### src/rtl/operand_fetch.sv
// rtl/operand_fetch.sv - operand fetch stage with pending-register scoreboard and writeback forwarding
module operand_fetch #(
  parameter int DW = 8,
  parameter int AW = 2
) (
  input  logic              clk,
  input  logic              reset,
  input  logic              in_valid,
  output logic              in_ready,
  input  logic [AW-1:0]     src1,
  input  logic [AW-1:0]     src2,
  input  logic [AW-1:0]     dst,
  input  logic              dst_en,
  output logic [AW-1:0]     reg1,
  output logic [AW-1:0]     reg2,
  input  logic [DW-1:0]     data1,
  input  logic [DW-1:0]     data2,
  input  logic              wb_en,
  input  logic [AW-1:0]     wb_reg,
  input  logic [DW-1:0]     wb_data,
  output logic              out_valid,
  input  logic              out_ready,
  output logic [DW-1:0]     op1,
  output logic [DW-1:0]     op2,
  output logic [AW-1:0]     out_dst,
  output logic              out_dst_en,
  output logic [2**AW-1:0]  pending
);

  localparam int NR = 2**AW;

  localparam logic [1:0] IDLE = 2'd0;
  localparam logic [1:0] READ = 2'd1;
  localparam logic [1:0] HOLD = 2'd2;

  logic [1:0]    r_state;
  logic [AW-1:0] r_reg1;
  logic [AW-1:0] r_reg2;
  logic [AW-1:0] r_dst;
  logic          r_dst_en;
  logic [DW-1:0] r_op1;
  logic [DW-1:0] r_op2;
  logic [NR-1:0] r_pending;

  logic          w_fwd1;
  logic          w_fwd2;
  logic          w_blk1;
  logic          w_blk2;
  logic [NR-1:0] w_clr;
  logic [NR-1:0] w_set;

  // A writeback landing this cycle satisfies a pending operand directly.
  assign w_fwd1 = wb_en && (wb_reg == r_reg1);
  assign w_fwd2 = wb_en && (wb_reg == r_reg2);
  assign w_blk1 = r_pending[r_reg1] && !w_fwd1;
  assign w_blk2 = r_pending[r_reg2] && !w_fwd2;

  assign w_clr = wb_en ? (NR'(1) << wb_reg) : '0;
  assign w_set = (r_state == HOLD && out_ready && r_dst_en) ? (NR'(1) << r_dst) : '0;

  always_ff @(posedge clk or posedge reset) begin
    if (reset) begin
      r_state   <= IDLE;
      r_reg1    <= '0;
      r_reg2    <= '0;
      r_dst     <= '0;
      r_dst_en  <= 1'b0;
      r_op1     <= '0;
      r_op2     <= '0;
      r_pending <= '0;
    end else begin
      // OR-ing the set after the clear lets the departing instruction's claim win.
      r_pending <= (r_pending & ~w_clr) | w_set;
      case (r_state)
        IDLE: begin
          if (in_valid) begin
            r_reg1   <= src1;
            r_reg2   <= src2;
            r_dst    <= dst;
            r_dst_en <= dst_en;
            r_state  <= READ;
          end
        end
        READ: begin
          if (!w_blk1 && !w_blk2) begin
            r_op1   <= w_fwd1 ? wb_data : data1;
            r_op2   <= w_fwd2 ? wb_data : data2;
            r_state <= HOLD;
          end
        end
        HOLD: begin
          if (w_fwd1) r_op1 <= wb_data;
          if (w_fwd2) r_op2 <= wb_data;
          if (out_ready) r_state <= IDLE;
        end
        default: r_state <= IDLE;
      endcase
    end
  end

  assign in_ready   = (r_state == IDLE);
  assign out_valid  = (r_state == HOLD);
  assign reg1       = r_reg1;
  assign reg2       = r_reg2;
  assign op1        = r_op1;
  assign op2        = r_op2;
  assign out_dst    = r_dst;
  assign out_dst_en = r_dst_en;
  assign pending    = r_pending;

endmodule

### config.mk
export PLATFORM = sky130hd
export DESIGN_NAME = operand_fetch
export DESIGN_NICKNAME = d
export VERILOG_FILES = /design/src/rtl/operand_fetch.sv
export SDC_FILE = /design/constraint.sdc
export NUM_CORES = 1
export LEC_CHECK = 0
export CAP_MARGIN = 20
export CORE_ASPECT_RATIO = 0.7
export CORE_MARGIN = 1
export CORE_UTILIZATION = 45
export CTS_CLUSTER_DIAMETER = 30
export DETAILED_ROUTE_END_ITERATION = 16
export HOLD_SLACK_MARGIN = 0.03
export PLACE_DENSITY_LB_ADDON = 0.12
export SLEW_MARGIN = 20
export SYNTH_ARGS = -nofsm -noshare
export SYNTH_HDL_FRONTEND = slang
export SYNTH_SLANG_ARGS = --single-unit
### constraint.sdc
create_clock -name clk -period 3.05 [get_ports clk]
set_input_delay 0.305 -clock clk [delete_from_list [all_inputs] [get_ports clk]]
set_output_delay 0.305 -clock clk [all_outputs]
set_load 0.01 [all_outputs]
* Yosys cells after proc, flatten, opt, wreduce, memory -nomap -nowiden
Cells that the tools add are included.
Widths: inputs -> output; s select.
** Word-level totals
- Bits in registers :: 29
- Input port bits :: 38
** Operators by class
- Reduce and logical (&&, ||, !) cells :: 17
- Bitwise logic cells :: 3
- Shift operators :: 2
- Order comparisons :: 2
- Eq/ne operators :: 9
- Multiplexer cells :: 18
** Operators with widths (number)
- $mux 8 :: 6
- $pmux 8 s2 :: 2
- $reduce_and 3->1 :: 3
- $mux 4 :: 2
- $shl 1x2->4 const A :: 2
- $logic_and 1x1->1 :: 7
- $lt 2x3->1 const B :: 2
- $mux 2 :: 3
- $ne 2x1->1 const B :: 3
- $pmux 2 s3 :: 1
- $and 4x4->4 :: 1
- $bmux 1 s2 :: 2
- $eq 2x2->1 :: 2
- $logic_not 1->1 :: 4
- $ne 2x2->1 const B :: 2
- $not 4->4 :: 1
- $or 4x4->4 :: 1
- $eq 2x1->1 const B :: 1
- $eq 2x2->1 const B :: 1
- $logic_not 2->1 :: 1
- $mux 1 :: 2
- $reduce_and 2->1 :: 1
- $reduce_bool 2->1 :: 1

* Depth between registers and ports, before layout
Gate-level depths: netlist (run 1).
- Depth in word-level cells :: 8
- Mapped depth :: 5
- Gate-level depth less buffers :: 4

* Worst setup path after synthesis (run 1)
No wires, ideal clock.
- Path type :: flip-flop to flip-flop
- Start :: register r_reg2[0], in the netlist reg2[0]
- End :: register r_op2[0], in the netlist op2[0]
- Path slack :: 1.012 ns
- Setup time :: 0.125 ns
- Arrival :: 1.913 ns
- Data required time :: 2.925 ns
- Clock period less this slack :: 2.038 ns
- Cell stages (with the launch flop) :: 5
- Cells stage by stage :: dfrtp_1 mux4_2 o31a_4 o31ai_4 mux2_2
** On the way
- Longest elaborated chain between the ends :: 8
- Elaborated cells between the ends (all ways) :: 14
- Those cells by class :: eq/ne: 3; mux: 5; reduce/logical: 6
** RTL lines
- start, declared :: line 38 : logic [AW-1:0] r_reg2;
- start signal, assigned :: line 78 : r_reg2 <= src2;
- $eq 2x2->1 :: line 54 : assign w_fwd2 = wb_en && (wb_reg == r_reg2);
- $logic_and 1x1->1 :: line 54
- $logic_not 1->1 :: line 56 : assign w_blk2 = r_pending[r_reg2] && !w_fwd2;
- $logic_and 1x1->1 :: line 56
- $logic_not 1->1 :: line 85 : if (!w_blk1 && !w_blk2) begin
- $logic_and 1x1->1 :: line 85
- $ne 2x2->1 (no source line)
- $reduce_and 3->1 (no source line)
- end signal, assigned :: line 87 : r_op2 <= w_fwd2 ? wb_data : data2;
- end signal, assigned :: line 93 : if (w_fwd2) r_op2 <= wb_data;
- end, declared :: line 42 : logic [DW-1:0] r_op2;
Several ways; a longest one is shown, not always the timed one. The select of a mux whose other input is x is not followed.
A chain may end at the register's enable or synchronous reset.

* Final worst setup path (run 1)
- Start :: input wb_reg[0]
- End :: register r_op2[3], in the netlist op2[3]
** On the way
- Longest elaborated chain between the ends :: 8
- Elaborated cells between the ends (all ways) :: 17
- Those cells by class :: eq/ne: 4; mux: 3; reduce/logical: 10
** RTL lines
- start, declared :: line 19 : input logic [AW-1:0] wb_reg,
- $eq 2x2->1 (on tied branches) :: line 53, 54
- $logic_and 1x1->1 (on tied branches) :: line 53, 54
- $logic_not 1->1 (on tied branches) :: line 55, 56
- $logic_and 1x1->1 (on tied branches) :: line 55, 56
- $logic_not 1->1 :: line 85
- $logic_and 1x1->1 :: line 85
- $ne 2x2->1 (no source line)
- $reduce_and 3->1 (no source line)
Several ways; a longest one is shown, not always the timed one. The select of a mux whose other input is x is not followed.

==> results.cfg, run 1 <==
[power_and_ir_drop]
clkPwrFrac_pct = 15.3
internal_power_mw = 1.63
p_per_area_nw_per_um2 = 1050
power.leakage_nw = 0.938
peakVddDrop_v = 0.000559
power_switching_uw = 821
seqPwrFrac_pct = 30.7
switching_share_pct = 33.5
combPwrFrac_pct = 54.0

[worst_setup_path]
rrSetupSlack_ps = 850
crit_slowest_cell = clkdlybuf4s50_1
reg2reg_from = reg1[0]$_DFFE_PP0P_
cp.required_ps = 3210
cp_cell_sequence = clkdlybuf4s50_1, xor2_1, o31a_4, o31ai_4, mux2_2
r2r-end = op2[3]$_DFFE_PP0P_
reg2reg_depth = 4
cp_max_fo = 8
endpoint_kind = flip-flop
crit_type = input port to flip-flop
arrival_ps = 2430
start_kind = input port
slowest_delay_ps = 680

[timing]
holdWs_ps = 389
fin_skew_ps = 3.95
relSlewSlack_pct = 64.0
final.min_clock_period_ps = 2270
drv_slew = 0
rsz0062_at_grt = no
finalCritPeriodShare_pct = 74.4
hold_viol_final = 0
setup-violations-final = 0
setup_tns_ps = 0
max_freq_mhz = 441
worst_slew_pin_slew_ps = 539

[final_layout]
nets = 227
final_common_cell = clkdlybuf4s50_1
nFillCells = 224
drive_gt1_share_pct = 28.0
area_delta_synth_final_pct = 53.0
n_antenna_cell = 0
mostFrequentLayoutCells = 66 x clkdlybuf4s50_1, 37 x mux2_2, 29 x dfrtp_1

[global_routing]
grt_util_all_layers_pct = 22.0
antenna_found_initial = 0
grt_pass1_vias = 1246
grt_first_pass_wirelength_um = 5880
grt_max_degree = 30
overflow = 0

[clock_tree]
post_cts_resize_count = 0
cts.clk_slew.worst_paths_ps = 60
htreeDepth = 2
cts_hold_buf = 0
cts_setup_buffers = 0
cts_root_buf = clkbuf_8
clock_path_buffers = 2
cts_made_buffers = 5
cts_tree = built
cts_sinks = 29
clk_latency_ps = 280

[floorplan]
core_area_um2 = 3190
dieArea_um2 = 3650
ioPinCount = 67
fp.dieH_um = 50.8
die_width_um = 71.8
rows = 17
initial_utilization_pct = 48.0

[synthesis]
netlist_instances = 118
synth_area_per_cell_um2 = 13.0
syn-num-nets = 156
syn_area_um2 = 1530
yosysUniqueCellTypes = 27
ys_ff_latch = 29
synth_seq_area_share_pct = 47.3
yosysWarnings = 0

[drt]
wire_per_inst_um = 15.6
drc = 0
drt-initial-drc-count = 46
vias = 1226
ant_nets = 0
via_per_inst = 5.40
wl_um = 3530
first_pass_iters = 5

[run]
cap_violations = 0

[outcome]
status = completed

[min_path]
hp-class = input port to async pin

[placement]
gp_congestion = 0.800
dp_hpwl_um = 2680
io_buffers = 66
critical path, delay by kind of cell:
| family | cells | cell delay (ps) |
|---|---|---|
| AO/OA/AOI/OAI | 2 | 890 |
| XOR/XNOR | 1 | 160 |
| buffers and inverters | 1 | 680 |
| multiplexers | 1 | 390 |
state kept, by name (all words and copies together) (netlist names):
register	flops
out_dst	2
op2	8
op1	8
reg1	2
reg2	2
out_dst_en	1
r_state	2
pending	4
final cells by class:
class | instances | area (µm²) | area share, %
inverter | 4 | 15.0 | 0.640
clock inverter | 2 | 35.0 | 1.49
multi-input combinational | 80 | 769 | 32.8
timing repair buffer | 69 | 683 | 29.1
sequential | 29 | 726 | 30.9
clock buffer | 5 | 68.8 | 2.93
tap | 38 | 47.5 | 2.03
cells in the mapped netlist (all sizes together):
cell	count	area [µm²]
mux2	38	428
nand3	2	10.0
nand2	4	15.0
o32ai	1	8.76
dfrtp	29	726
a31oi	2	12.5
xor2	4	35.0
o31ai	3	50.1
mux4	2	45.0
nor2	4	15.0
a211oi	1	7.51
o31a	2	27.5
a22o	1	8.76
or3	1	6.26
o21ai	4	20.0
xnor2	4	35.0
nand4	3	18.8
nand3b	1	7.51
buf	3	15.0
and2	1	6.26
inv	4	15.0
nand2b	1	6.26
nor2b	1	6.26
clkbuf	2	7.51
metal layers:
| layer | global-route usage (%) | routed length [µm] | up-vias |
|---|---|---|---|
| li1 | - | - | 570 |
| met1 | 30.0 | 1700 | 598 |
| met2 | 32.7 | 1540 | 51 |
| met3 | 5.92 | 229 | 7 |
| met4 | 10.5 | 62 | 0 |
| met5 | 0 | 0 | - |
how the worst max path moves through the flow:
stage                         from                 end  slack, ps  cells past startpoint
6_report                 wb_reg[0]  op2[3]$_DFFE_PP0P_        780                      5
5_1_grt                  wb_reg[0]  op2[0]$_DFFE_PP0P_        710                      5
4_1_cts                  wb_reg[0]  op2[3]$_DFFE_PP0P_        800                      5
3_5_place_dp             wb_reg[0]  op2[0]$_DFFE_PP0P_        500                      5
3_3_place_gp             wb_reg[0]  op2[5]$_DFFE_PP0P_        550                      5
2_1_floorplan  reg2[0]$_DFFE_PP0P_  op2[0]$_DFFE_PP0P_       1010                      4
power groups by stage:
stage | clock network [mW] | logic (mW) | registers (mW)
2_1_floorplan | 0 | 0.676 | 0.810
3_3_place_gp | 0 | 1.31 | 0.747
3_5_place_dp | 0 | 1.34 | 0.756
4_1_cts | 0.388 | 1.34 | 0.754
5_1_grt | 0.404 | 1.42 | 0.786
6_report | 0.376 | 1.32 | 0.753
metrics by stage:
stage                     util [%]  total power [mW]  setup WS, ps  area (µm²)  instances
after floorplan                  -              1.49          1010        1530        118
after CTS                     73.5              2.48           796        2340        227
final                         73.5              2.45           782        2340        227
after global routing          73.5              2.61           714        2340        227
after detailed placement      70.2              2.09           497        2240        220
after global placement        70.2              2.05           547        2240        220
logic make-up after synthesis:
group	Yosys count	synth area share, %
AND/OR/NAND/NOR	18	5.96
XOR/XNOR	8	4.57
AO/OA/AOI/OAI	14	8.82
multiplexers	40	30.9
flip-flops	29	47.3
buffers and inverters	9	2.45
(Power assumes the default switching activity.)
==> run 2: changes to the inputs <==
--- a/config.mk
+++ b/config.mk
@@ -8,7 +8,7 @@
 export CAP_MARGIN = 20
 export CORE_ASPECT_RATIO = 0.7
 export CORE_MARGIN = 1
-export CORE_UTILIZATION = 45
+export CORE_UTILIZATION = 42
 export CTS_CLUSTER_DIAMETER = 30
 export DETAILED_ROUTE_END_ITERATION = 16
 export HOLD_SLACK_MARGIN = 0.03
==> constraint.sdc (replaced) <==
create_clock -name clk -period 2.12 [get_ports clk]
set_input_delay 0.212 -clock clk [delete_from_list [all_inputs] [get_ports clk]]
set_output_delay 0.212 -clock clk [all_outputs]
set_load 0.01 [all_outputs]
==> run 2 against run 1 <==
Register-to-register slack got worse by 770 ps. Sequential power increased by 45%. Count of clock-buffer cells in the layout rose by 2. Combinational power increased by 58%. Total power rose by 50%. Setup slack got worse by 700 ps. Worst hold slack got worse by 81 ps. Largest cell class is now non-clock buffers. Core utilization increased by 0.72 points. Final cell count grew 9.3%. Global-route usage barely moved.
==> results.cfg, run 2 (synthesis results as in run 1) <==
[outcome]
status = completed

[floorplan]
die_width_um = 74.2
dieArea_um2 = 3900
fp.dieH_um = 52.5
initial_utilization_pct = 46.2
core_area_um2 = 3320
rows = 17
ioPinCount = 67

[final_layout]
final_area_um2 = 2460
nFillCells = 220
drive_gt1_share_pct = 32.8
final_common_cell = clkdlybuf4s50_1
mostFrequentLayoutCells = 66 x clkdlybuf4s50_1, 37 x mux2_2, 28 x dfrtp_1
regArea_um2 = 727
multiInputGateArea_um2 = 769
nets = 238
area_delta_synth_final_pct = 60.7
final_cells = 248
n_antenna_cell = 0
final_util_pct = 74.2

[clock_tree]
htreeDepth = 2
cts.clk_slew.worst_paths_ps = 60
cts_root_buf = clkbuf_8
cts_sinks = 29
cts_made_buffers = 5
clock_path_buffers = 2
cts_tree = built
clk_latency_ps = 280

[drt]
via_per_inst = 5.02
ant_nets = 0
drt-initial-drc-count = 34
first_pass_iters = 4
wl_um = 3790
drc = 0
wire_per_inst_um = 15.3
vias = 1244

[global_routing]
grt_first_pass_wirelength_um = 6040
grt_max_degree = 30
grt_pass1_vias = 1274
grt_util_all_layers_pct = 22.0
antenna_found_initial = 0
overflow = 0

[timing]
holdWs_ps = 308
setup_ws_ps = 82.9
drv_slew = 0
hold_viol_final = 0
max_freq_mhz = 491
setup_tns_ps = 0
finalCritPeriodShare_pct = 96.1
final.min_clock_period_ps = 2040
relSlewSlack_pct = 75.1
setup-violations-final = 0
rsz0062_at_grt = no
worst_slew_pin_slew_ps = 374
fin_skew_ps = 2.33

[power_and_ir_drop]
combPwrFrac_pct = 56.8
p_per_area_nw_per_um2 = 1500
clkPwrFrac_pct = 13.7
power.leakage_nw = 1.00
switching_share_pct = 33.7
internal_power_mw = 2.45
total_power_mw = 3.69
peakVddDrop_v = 0.000773
power_switching_mw = 1.24
seqPwrFrac_pct = 29.5

[worst_setup_path]
endpoint_kind = flip-flop
cp.required_ps = 2280
cp_max_fo = 8
cp_cell_sequence = mux4_2, o31a_2, o31ai_4, buf_12, mux2_2
start_kind = flip-flop
path_buf_inv = 1
slowest_delay_ps = 530
crit_slowest_cell = mux4_2
path_delay_family = multiplexers
crit_type = flip-flop to flip-flop
arrival_ps = 2200

[placement]
gp_congestion = 0.834
placed_cell_area_um2 = 2360
dp_hpwl_um = 2920
io_buffers = 66
placed_cells = 240
dpl_worst_slack_ps = -68.5

[min_path]
hp-class = input port to async pin

[run]
cap_violations = 0
==> run 2: area by class of cell <==
class                   instances  area share (%)
flip-flops and latches         29            29.5
clock buffers                   7            3.91
clock inverters                 1           0.203
multi-input cells              80            31.3
repair buffers                 80            32.1
well taps                      47            2.39
inverters                       4           0.610
==> run 2: what timing repair did <==
item / in CTS / in global routing
hold buffers: 0 / 0
gates resized for setup: 0 / 1
setup endpoints to repair: 0 / 10
buffers inserted: 0 / 0
==> run 2: worst paths after layout <==
path	startpoint	to	slack [ps]	cells after the start
max	reg1[0]$_DFFE_PP0P_	op1[6]$_DFFE_PP0P_	80	5
min	reset	out_dst[0]$_DFFE_PP0P_	310	3
max reg2reg	reg1[0]$_DFFE_PP0P_	op1[6]$_DFFE_PP0P_	80	5
min reg2reg	r_state[1]$_DFFE_PP0P_	r_state[0]$_DFFE_PP0P_	470	1
max in group asynchronous	reset	reg2[0]$_DFFE_PP0P_	1520	3
min in group clk	r_state[1]$_DFFE_PP0P_	r_state[0]$_DFFE_PP0P_	470	1
==> run 2: power by group through the flow <==
stage	Clock, mW	Sequential, mW	Combinational, mW
final	0.505	1.09	2.09
after global routing	0.547	1.13	2.24
after CTS	0.514	1.08	2.11
after detailed placement	0	1.09	2.11
after global placement	0	1.08	2.05
after floorplan	0	1.17	0.973
==> run 2: metal layers <==
metal	vias to the layer above	global-route usage (%)	part of all wire, %	wire [µm]
li1	593	-	-	-
met1	595	30.2	48	1830
met2	51	33.2	44	1690
met3	5	5.38	6.2	237
met4	0	8.65	1.0	39
met5	-	0	0	0
==> run 2: worst register-to-register path: stages (launching register included) <==
cell	delay [ps]
dfrtp_1	460
mux4_2	530
o31a_2	170
o31ai_4	270
buf_12	160
mux2_2	340
